File: src/rtl/exec_pkg.sv
// Shared execute-stage types: instruction ops, issue/result payloads,
// functional-unit ids and the op-to-unit routing function.
package exec_pkg;

    localparam int UID_W = 2;

    typedef logic [UID_W-1:0] unit_id_t;

    localparam unit_id_t UNIT_MISC = 2'd0;
    localparam unit_id_t UNIT_ALU  = 2'd1;

    typedef enum logic [2:0] {
        INVAL,
        JALR,
        LUI,
        AUIPC,
        OP,
        OP_IMM,
        LOAD,
        STORE
    } instr_op;

    typedef struct packed {
        instr_op     op;
        logic [4:0]  rd;
        logic [31:0] operand;
    } decoded_instr;

    typedef struct packed {
        logic [4:0]  rd;
        logic [31:0] value;
    } exec_result;

    // PCRel and Mem ops fall back to misc until those units exist
    function automatic unit_id_t unit_of(instr_op op);
        unit_id_t u;
        u = UNIT_MISC;
        case (op)
            OP, OP_IMM: u = UNIT_ALU;
            default:    u = UNIT_MISC;
        endcase
        return u;
    endfunction

endpackage

File: src/rtl/exec_sched_if.sv
// Decoded-instruction input stream and writeback output stream
// of the execute scheduler.
interface exec_sched_if;
    import exec_pkg::*;

    logic         dec_valid;
    logic         dec_ready;
    decoded_instr dec_data;

    logic         res_valid;
    logic         res_ready;
    exec_result   res_data;

    modport master (
        output dec_valid, dec_data,
        input  dec_ready,
        input  res_valid, res_data,
        output res_ready
    );

    modport slave (
        input  dec_valid, dec_data,
        output dec_ready,
        output res_valid, res_data,
        input  res_ready
    );

endinterface

File: src/rtl/exec_sched_id_fifo.sv
// Completion queue of unit ids in dispatch order.
// DEPTH must be a power of two so pointers wrap for free.
module id_fifo
    import exec_pkg::*;
#(
    parameter  int DEPTH = 4,
    localparam int CW    = $clog2(DEPTH + 1)
) (
    input  logic          clk_i,
    input  logic          rst_ni,
    input  logic          push_i,
    input  logic          pop_i,
    input  logic          clear_i,
    input  unit_id_t      data_i,
    output unit_id_t      data_o,
    output logic          full_o,
    output logic          empty_o,
    output logic [CW-1:0] count_o
);

    localparam int PW = $clog2(DEPTH);

    logic [PW-1:0] wptr_q, wptr_d;
    logic [PW-1:0] rptr_q, rptr_d;
    logic [CW-1:0] count_q, count_d;
    unit_id_t      mem_q [DEPTH];

    logic do_push, do_pop;

    assign full_o  = (count_q == CW'(DEPTH));
    assign empty_o = (count_q == '0);
    assign count_o = count_q;
    assign data_o  = mem_q[rptr_q];

    assign do_push = push_i & ~full_o & ~clear_i;
    assign do_pop  = pop_i & ~empty_o & ~clear_i;

    always_comb begin
        wptr_d  = wptr_q;
        rptr_d  = rptr_q;
        count_d = count_q;
        if (clear_i) begin
            wptr_d  = '0;
            rptr_d  = '0;
            count_d = '0;
        end else begin
            if (do_push) wptr_d = wptr_q + PW'(1);
            if (do_pop)  rptr_d = rptr_q + PW'(1);
            unique case ({do_push, do_pop})
                2'b10:   count_d = count_q + CW'(1);
                2'b01:   count_d = count_q - CW'(1);
                default: count_d = count_q;
            endcase
        end
    end

    always_ff @(posedge clk_i or negedge rst_ni) begin
        if (!rst_ni) begin
            wptr_q  <= '0;
            rptr_q  <= '0;
            count_q <= '0;
        end else begin
            wptr_q  <= wptr_d;
            rptr_q  <= rptr_d;
            count_q <= count_d;
        end
    end

    always_ff @(posedge clk_i or negedge rst_ni) begin
        if (!rst_ni) begin
            mem_q <= '{default: '0};
        end else if (do_push) begin
            mem_q[wptr_q] <= data_i;
        end
    end

endmodule

File: src/rtl/exec_sched.sv
// In-order issue/completion scheduler: routes instructions to units and
// releases their results on one writeback port in dispatch order.
module exec_sched
    import exec_pkg::*;
#(
    parameter  int UNITS = 2,
    parameter  int DEPTH = 4,
    localparam int CW    = $clog2(DEPTH + 1)
) (
    input  logic             clk_i,
    input  logic             rst_ni,
    input  logic             flush_i,
    exec_sched_if.slave      bus,
    output logic [UNITS-1:0] unit_req_valid_o,
    input  logic [UNITS-1:0] unit_req_ready_i,
    output decoded_instr     unit_req_data_o,
    input  logic [UNITS-1:0] unit_res_valid_i,
    output logic [UNITS-1:0] unit_res_ready_o,
    input  exec_result       unit_res_data_i [UNITS],
    output logic [CW-1:0]    inflight_o
);

    unit_id_t tgt;
    unit_id_t head;
    logic     full, empty;
    logic     can_issue, head_ok;
    logic     tgt_ready, head_valid;
    logic     push, pop;

    // Full blocks issue even on a pop cycle: no result.ready -> decoded.ready path
    assign can_issue = ~full & ~flush_i;
    assign head_ok   = ~empty & ~flush_i;

    always_comb begin
        tgt = unit_of(bus.dec_data.op);
        if (int'(tgt) >= UNITS) tgt = UNIT_MISC;
    end

    always_comb begin
        unit_req_valid_o = '0;
        unit_res_ready_o = '0;
        tgt_ready        = 1'b0;
        head_valid       = 1'b0;
        bus.res_data     = '0;
        for (int i = 0; i < UNITS; i++) begin
            if (tgt == unit_id_t'(i)) begin
                unit_req_valid_o[i] = bus.dec_valid & can_issue;
                tgt_ready           = unit_req_ready_i[i];
            end
            if (head == unit_id_t'(i)) begin
                head_valid          = unit_res_valid_i[i];
                bus.res_data        = unit_res_data_i[i];
                unit_res_ready_o[i] = bus.res_ready & head_ok;
            end
        end
    end

    assign unit_req_data_o = bus.dec_data;
    assign bus.dec_ready   = can_issue & tgt_ready;
    assign bus.res_valid   = head_ok & head_valid;

    assign push = bus.dec_valid & bus.dec_ready;
    assign pop  = bus.res_valid & bus.res_ready;

    id_fifo #(
        .DEPTH (DEPTH)
    ) u_fifo (
        .clk_i   (clk_i),
        .rst_ni  (rst_ni),
        .push_i  (push),
        .pop_i   (pop),
        .clear_i (flush_i),
        .data_i  (tgt),
        .data_o  (head),
        .full_o  (full),
        .empty_o (empty),
        .count_o (inflight_o)
    );

endmodule

File: src/flat_wrapper.sv
// flat-port wrapper written by rule: the top's interface ports become plain ports
module exec_sched_flat import exec_pkg::*;
#(
    parameter  int UNITS = 2,
    parameter  int DEPTH = 4,
    localparam int CW    = $clog2(DEPTH + 1)
)
  (clk_i, rst_ni, flush_i, unit_req_valid_o, unit_req_ready_i, unit_req_data_o, unit_res_valid_i, unit_res_ready_o, unit_res_data_i, inflight_o, bus_dec_valid, bus_dec_data, bus_dec_ready, bus_res_valid, bus_res_data, bus_res_ready);
  exec_sched_if bus_i ();
  input  logic clk_i;
  input  logic rst_ni;
  input  logic flush_i;
  output logic [UNITS-1:0] unit_req_valid_o;
  input  logic [UNITS-1:0] unit_req_ready_i;
  output decoded_instr unit_req_data_o;
  input  logic [UNITS-1:0] unit_res_valid_i;
  output logic [UNITS-1:0] unit_res_ready_o;
  input  exec_result unit_res_data_i[UNITS];
  output logic [CW-1:0] inflight_o;
  input wire logic [$bits(bus_i.dec_valid)-1:0] bus_dec_valid;
  input wire logic [$bits(bus_i.dec_data)-1:0] bus_dec_data;
  output wire logic [$bits(bus_i.dec_ready)-1:0] bus_dec_ready;
  output wire logic [$bits(bus_i.res_valid)-1:0] bus_res_valid;
  output wire logic [$bits(bus_i.res_data)-1:0] bus_res_data;
  input wire logic [$bits(bus_i.res_ready)-1:0] bus_res_ready;
  assign bus_i.dec_valid = bus_dec_valid;
  assign bus_i.dec_data = bus_dec_data;
  assign bus_dec_ready = bus_i.dec_ready;
  assign bus_res_valid = bus_i.res_valid;
  assign bus_res_data = bus_i.res_data;
  assign bus_i.res_ready = bus_res_ready;
  exec_sched #(.UNITS(UNITS), .DEPTH(DEPTH)) u_core (.clk_i(clk_i), .rst_ni(rst_ni), .flush_i(flush_i), .bus(bus_i), .unit_req_valid_o(unit_req_valid_o), .unit_req_ready_i(unit_req_ready_i), .unit_req_data_o(unit_req_data_o), .unit_res_valid_i(unit_res_valid_i), .unit_res_ready_o(unit_res_ready_o), .unit_res_data_i(unit_res_data_i), .inflight_o(inflight_o));
endmodule
File: config.mk
export PLATFORM = sky130hd
export DESIGN_NAME = exec_sched_flat
export DESIGN_NICKNAME = d
export VERILOG_FILES = /design/src/rtl/exec_pkg.sv /design/src/rtl/exec_sched_if.sv /design/src/rtl/exec_sched_id_fifo.sv /design/src/rtl/exec_sched.sv /design/src/flat_wrapper.sv
export SDC_FILE = /design/constraint.sdc
export NUM_CORES = 1
export LEC_CHECK = 0
export ABC_AREA = 1
export CORE_ASPECT_RATIO = 0.75
export CORE_UTILIZATION = 25
export CTS_BUF_LIST = sky130_fd_sc_hd__clkbuf_8 sky130_fd_sc_hd__clkbuf_16
export DETAILED_ROUTE_END_ITERATION = 8
export GPL_TIMING_DRIVEN = 0
export HOLD_SLACK_MARGIN = 0.12
export PLACE_DENSITY_LB_ADDON = 0.25
export SLEW_MARGIN = 40
export SYNTH_ARGS = -nofsm -noshare
export SYNTH_HDL_FRONTEND = slang
export SYNTH_SLANG_ARGS = --single-unit
File: constraint.sdc
create_clock -name clk_i -period 2.16 [get_ports clk_i]
set_input_delay 0.432 -clock clk_i [delete_from_list [all_inputs] [get_ports clk_i]]
set_output_delay 0.432 -clock clk_i [all_outputs]
set_load 0.02 [all_outputs]
== Word level (Yosys, flattened, before mapping) ==
Index checks and enable logic that the tools add are counted.

* Reductions and logical operators: 8
* Add/subtract/negate cells: 4
* Magnitude comparators: 4
* Shift operators: 0
* Mux-type cells: 24
* Multiply operators: 0
* Eq/ne operators: 7
* Bitwise logic cells: 17
* Divide/modulo/power cells: 0

{| class="wikitable"
|+ Operators by type and width
! operator !! count
|-
| 37-bit two-way mux || 2
|-
| 2-bit two-way mux || 7
|-
| 1-bit bitwise AND || 12
|-
| 1-bit two-way mux || 10
|-
| 3-bit == test (second input constant) || 3
|-
| 8-bit bitwise mux || 1
|-
| 3-bit >= comparator (second input constant) || 2
|-
| 2-bit NOT with 3-bit output || 2
|-
| 3-bit case mux with 2 select lines || 1
|-
| 2-bit by 1-bit adder with 2-bit output (second input constant) || 2
|-
| 2-bit binary-select mux with 2-bit select || 1
|-
| 2-bit demux with 2-bit select || 1
|-
| 2-bit by 1-bit == test with 1-bit output (second input constant) || 2
|-
| 2-bit zero test || 2
|-
| 2-bit nonzero test || 2
|-
| 3-bit by 1-bit adder with 3-bit output (second input constant) || 1
|-
| 3-bit zero test || 1
|-
| 3-bit by 1-bit < comparator with 1-bit output (second input constant) || 1
|-
| 3-bit two-way mux || 1
|-
| 1-bit NOT || 3
|-
| 3-bit nonzero test || 1
|-
| 3-bit by 1-bit subtractor with 3-bit output (second input constant) || 1
|-
| 2-bit == test (second input constant) || 1
|-
| 1-bit by 2-bit >= comparator with 1-bit output (second input constant) || 1
|-
| 3 further kinds || 3
|}

* Latch bits: 0
* Memories kept: 0
* Register bits: 15
* Bits in read-only memories: 0
* Logic and storage cells: 71
* Bits in writable memories: 0

== Longest topological paths before layout ==
* Depth in word-level cells: 15
* Depth in mapped cells: 15

== Cells and area by module ==
From an unflattened synthesis, not the netlist that was laid out.

* Cells, all modules: 288
* Area total of the unflattened synthesis: 1727.9 µm²

{| class="wikitable"
|+ By module, submodules not included
! module !! times used !! seq. area each (µm²) !! area an instance (µm²) !! cells an instance
|-
| exec_sched || 1 || 0.0 || 899.6 || 188
|-
| id_fifo || 1 || 375.4 || 828.3 || 100
|}

== Worst setup path before layout ==
No wires, ideal clock.

* Kind: register to register
* Start point: register u_core.u_fifo.count_q[1] (netlist: u_core.u_fifo.count_o[1])
* End point: register u_core.u_fifo.count_q[2] (netlist: u_core.u_fifo.count_o[2])
* Cell stages (with the launch flop): 14
* Slack: 0.094 ns
* Data required time: 2.043 ns
* Library setup time: 0.117 ns
* Arrival time: 1.948 ns
* Clock period less this slack: 2.066 ns
* Buffers on the path: 1
* Cell sequence: dfrtp_1 > nor2_1 > a21oi_1 > nand3_2 > buf_6 > nand3_4 > inv_1 > fa_1 > xnor2_1 > inv_1 > nand2_1 > nand2_1 > nand3_1 > nand2_1

* Longest elaborated chain between the ends: 10
* Elaborated cells on any way between the ends: 21

{| class="wikitable"
|+ RTL lines
! item !! RTL line !! text
|-
| start, declared || exec_sched_id_fifo.sv:25 || <nowiki>logic [CW-1:0] count_q, count_d;</nowiki>
|-
| start signal, assigned || exec_sched_id_fifo.sv:65 || <nowiki>count_q <= count_d;</nowiki>
|-
| 3-bit == test / 3-bit zero test (equally long branches) || exec_sched_id_fifo.sv:30, exec_sched_id_fifo.sv:31 ||
|-
| 1-bit NOT, on equally long branches || -- ||
|-
| 1-bit bitwise AND, on equally long branches || exec_sched.sv:31, exec_sched.sv:32 ||
|-
| 1-bit bitwise AND, on equally long branches || exec_sched.sv:59, exec_sched.sv:60 ||
|-
| 1-bit bitwise AND, on equally long branches || exec_sched.sv:62, exec_sched.sv:63 ||
|-
| 1-bit bitwise AND, on equally long branches (2 in a row) || exec_sched_id_fifo.sv:35, exec_sched_id_fifo.sv:36 ||
|-
| 2-bit by 1-bit == test with 1-bit output / 2-bit == test (equally long branches) || exec_sched_id_fifo.sv:49 || <nowiki>unique case ({do_push, do_pop})</nowiki>
|-
| 3-bit case mux with 2 select lines || exec_sched_id_fifo.sv:49 ||
|-
| 3-bit two-way mux || exec_sched_id_fifo.sv:42 || <nowiki>if (clear_i) begin</nowiki>
|}

Several ways; a longest one is shown, not always the timed one.
A chain may end at the register's enable or synchronous reset.

== Worst setup path after layout ==
* Start point: register u_core.u_fifo.rptr_q[0]
* End point: output bus_res_data[23]

* Longest elaborated chain between the ends: 7
* Elaborated cells on any way between the ends: 8

{| class="wikitable"
|+ RTL lines
! item !! RTL line !! text
|-
| start, declared || exec_sched_id_fifo.sv:24 || <nowiki>logic [PW-1:0] rptr_q, rptr_d;</nowiki>
|-
| start signal, assigned || exec_sched_id_fifo.sv:64 || <nowiki>rptr_q <= rptr_d;</nowiki>
|-
| 2-bit NOT with 3-bit output (implied by the code) (*) || exec_sched_id_fifo.sv:33 || <nowiki>assign data_o = mem_q[rptr_q];</nowiki>
|-
| 2-bit binary-select mux with 2-bit select (*) || exec_sched_id_fifo.sv:33 ||
|-
| 2-bit two-way mux (implied by the code) (*) (2 in a row) || exec_sched_id_fifo.sv:33 ||
|-
| 2-bit zero test || exec_sched.sv:50 || <nowiki>if (head == unit_id_t'(i)) begin</nowiki>
|-
| 37-bit two-way mux || exec_sched.sv:50 ||
|-
| 37-bit two-way mux (*) || exec_sched.sv:50 ||
|-
| end, declared || flat_wrapper.sv:24 || <nowiki>output wire logic [$bits(bus_i.res_data)-1:0] bus_res_data;</nowiki>
|}

Mark *: on every way between the ends. The rest lies on a longest branch, timed or not. The select of a mux whose other input is x is not followed.

==> impl_metrics.py <==
metrics = {
    "outcome": {
        "status": "complete, no violations",
    },
    "timing": {
        "final.min_clock_period_ns": 2.12,
        "max_freq_mhz": 472,
        "timing_max_transition_violations_final": 0,
        "min_period_over_period_pct": 98.2,
        "finalSetupViolCount": 0,
        "timing.slew.headroom_pct": 66.0,
        "setup_repair_after_global_routing_missed_its_margin": "true",
        "timing.final.ws_setup_ns": 0.0395,
        "tightest_slew_ns": 0.509,
        "timing.clock.skew_ns": 0.00519,
        "timing.final.hold_violations": 0,
    },
    "cts": {
        "postCtsHoldBufs": 0,
        "worst_setup_hold_path_clk_slew_ns": 0.05,
        "number_of_buffers_inserted_during_clock_tree_synthesis": 3,
        "cts.root.buffer_cell": "sky130_fd_sc_hd__clkbuf_8",
        "ctsHtreeMaxLevel": 1,
        "cts.sinks": 11,
        "tritoncts_clock_tree": "built",
        "clk_path_buf_depth": 2,
        "clock_latency_ns": 0.24,
    },
    "placement": {
        "post-dp-hpwl_um": 5430,
        "port_buffers": 170,
        "numPlacedInstances": 504,
        "globalplace.congestion": 0.692,
        "dpl_worst_slack_ns": -0.584,
        "dpl_cell_area_um2": 3360,
    },
    "logic_synthesis": {
        "yosysSeqAreaShare_pct": 17.7,
        "yosysUniqueCellTypes": 25,
        "synth_enable_flop_cells": 0,
        "postSynthCellCount": 256,
        "ys_top_cells_by_count": "sky130_fd_sc_hd__nand2_1, sky130_fd_sc_hd__buf_4, sky130_fd_sc_hd__inv_1",
        "synth_nets": 384,
        "asyncSetResetFlopFracSynth_pct": 100,
        "synth_top_cell_by_area": "sky130_fd_sc_hd__nand2_1",
        "average_cell_area_after_synthesis_um2": 6.08,
        "most_common_cell_in_the_synthesized_netlist": "sky130_fd_sc_hd__nand2_1",
        "yosys_warnings": 0,
        "synth_top_flop_cell": "sky130_fd_sc_hd__dfrtp_1",
        "flip_flop_and_latch_count_after_synthesis": 11,
        "synthTopCellsByArea": "sky130_fd_sc_hd__nand2_1, sky130_fd_sc_hd__buf_4, sky130_fd_sc_hd__dfrtp_1, sky130_fd_sc_hd__inv_1, sky130_fd_sc_hd__ha_1",
        "post_synth_instance_area_um2": 1560,
        "synth_top_cell_area_share_pct": 29.7,
    },
    "min_path": {
        "worst_hold_path_type": "reg -> reg",
        "hold_start": "u_core.u_fifo.mem_q[2]",
    },
    "floorplan": {
        "floorplan.initialDensity_pct": 26.3,
        "placeableCoreArea_um2": 5920,
        "dieHeight_um": 70.3,
        "fp.dieArea_um2": 6550,
        "row_count": 24,
        "io_pins": 209,
        "fp.dieW_um": 93.1,
    },
    "route": {
        "drc": 0,
        "detail_route.iter0.violations": 17,
        "drt-vias-per-instance": 4.25,
        "routed_len_inst_um": 12.3,
        "drtPass1Iterations": 4,
        "detailroute.via_count": 2175,
        "ant_nets": 0,
        "wirelength_um": 6320,
    },
    "critical_path": {
        "worst-endpoint-required_ns": 1.73,
        "timing.critical_path.to_type": "output port",
        "worst_setup_path_startpoint": "u_core.u_fifo.rptr_q[0]",
        "start_kind": "flip-flop",
        "critPathMaxFanout": 10,
        "critical_path_arrival_ns": 1.69,
        "r2r-start": "u_core.u_fifo.count_o[0]",
        "critPathKind": "reg -> out",
    },
    "power": {
        "power.clock.fraction_pct": 8.5,
        "power.switching_uw": 1180,
        "combPwrFrac_pct": 78.5,
        "p_seq_share_pct": 13.0,
        "internal-power_uw": 1200,
        "power_density_nw_per_um2": 715,
        "switching_part_of_the_total_pct": 49.5,
        "power.leakage_uw": 0.00171,
        "peakVddDrop_mv": 0.483,
    },
    "grt": {
        "grt_start_max_net_pins": 12,
        "gr-total-overflow": 0,
        "wire_length_of_the_first_global_routing_pass_um": 9680,
        "number_of_antenna_violations_at_the_first_check_in_global_routing": 0,
        "vias_in_the_first_global_route": 2051,
        "grt_usage_pct": 18.7,
    },
    "cells_and_area": {
        "layout.core_utilization_pct": 56.3,
        "num_antenna_cells": 0,
        "final_cells": 512,
        "finish.net_count": 563,
        "filler_cell_count": 564,
        "post-route-cell-area_um2": 3330,
        "drive_above_1_share_pct": 27.6,
        "area_growth_syn_to_layout_pct": 114,
    },
    "flow_run": {
        "drv_cap": 0,
    },
}
## power groups by stage
stage / sequential (uW) / combinational, uW / clock (uW)
after detailed placement: 305 / 1970 / 0
after floorplan: 318 / 1040 / 0
after global routing: 321 / 2030 / 215
final: 309 / 1870 / 202
after global placement: 304 / 1950 / 0
after CTS: 310 / 1860 / 207
## cells by family after synthesis
group	after synthesis	synth area share, %
compound gates	17	6.11
xor+xnor	1	0.563
fa+ha+maj	5	4.50
buf+inv	67	27.4
flops	11	17.7
simple gates	155	43.7
## layout by cell type, fill, tap and decap left out, types with 3 or more instances in the layout
master	count
sky130_fd_sc_hd__dfrtp_1	10
sky130_fd_sc_hd__clkdlybuf4s50_1	124
sky130_fd_sc_hd__clkbuf_8	3
sky130_fd_sc_hd__nor2_1	6
sky130_fd_sc_hd__buf_4	59
sky130_fd_sc_hd__inv_1	15
sky130_fd_sc_hd__inv_2	4
sky130_fd_sc_hd__o21ai_0	6
sky130_fd_sc_hd__clkbuf_2	13
sky130_fd_sc_hd__o21ai_1	3
sky130_fd_sc_hd__o31ai_1	4
sky130_fd_sc_hd__nand2_2	5
sky130_fd_sc_hd__nand3_1	8
sky130_fd_sc_hd__ha_1	4
sky130_fd_sc_hd__dlygate4sd2_1	5
sky130_fd_sc_hd__buf_2	11
sky130_fd_sc_hd__clkdlybuf4s15_2	3
sky130_fd_sc_hd__buf_6	6
sky130_fd_sc_hd__nand2_4	4
sky130_fd_sc_hd__nand2_1	123
## layout make-up
type                       instances  area (um2)  share of cell area [%]
tap                               78        97.6                    2.93
multi-input combinational        178         872                    26.2
buffer                            49         388                    11.6
clock inverter                     1        3.75                   0.113
inverter                          18        67.6                    2.03
timing repair buffer             174        1580                    47.6
clock buffer                       3        41.3                    1.24
sequential                        11         277                    8.30
## layer usage
layer	GRT usage (%)	vias to the layer above	routed length, um
li1	-	1101	-
met1	18.3	982	2230
met2	39.5	90	3590
met3	4.14	2	481
met4	2.39	0	15
met5	0	-	0
## worst paths after layout
kind / slack (ns) / depth (start not counted) / endpoint
max in group asynchronous: 1.26 / 1 / u_core.u_fifo.count_o[0]
max reg2reg: 0.10 / 14 / u_core.u_fifo.count_o[2]
max: 0.04 / 9 / bus_res_data[23]
min in group asynchronous: 0.53 / 1 / u_core.u_fifo.wptr_q[1]
min: 0.51 / 2 / u_core.u_fifo.mem_q[2]
min reg2reg: 0.51 / 2 / u_core.u_fifo.mem_q[2]
## flip-flops by register name (all words and copies together) (netlist names)
register,cells
u_core.u_fifo.mem_q,4
u_core.u_fifo.count_o,3
u_core.u_fifo.rptr_q,2
u_core.u_fifo.wptr_q,2
## what timing repair did
item,4_1_cts,5_1_grt
setup endpoints to repair,45,40
pin swaps,2,1
gates resized for setup,127,49
setup buffers,1,3
## critical path, cell delays in order (launching register included)
cell and delay (ns):
sky130_fd_sc_hd__dfrtp_1 0.42, sky130_fd_sc_hd__inv_2 0.10, sky130_fd_sc_hd__nand2_1 0.05, sky130_fd_sc_hd__nand3_1 0.09, sky130_fd_sc_hd__nand2_2 0.09, sky130_fd_sc_hd__inv_1 0.09, sky130_fd_sc_hd__buf_4 0.18, sky130_fd_sc_hd__nand2_1 0.07
sky130_fd_sc_hd__nand2_1 0.06, sky130_fd_sc_hd__clkdlybuf4s15_1 0.30
## through the flow
stage / power (uW) / setup TNS [ns] / hold slack [ns]
after floorplan: 1360 / 0 / 0.136
after global placement: 2260 / -6.07 / 0.493
after detailed placement: 2280 / -7.51 / 0.503
after CTS: 2370 / 0 / 0.519
after global routing: 2570 / -0.320 / 0.551
final: 2380 / 0 / 0.514
No activity file was read; power rests on OpenSTA's default activity.
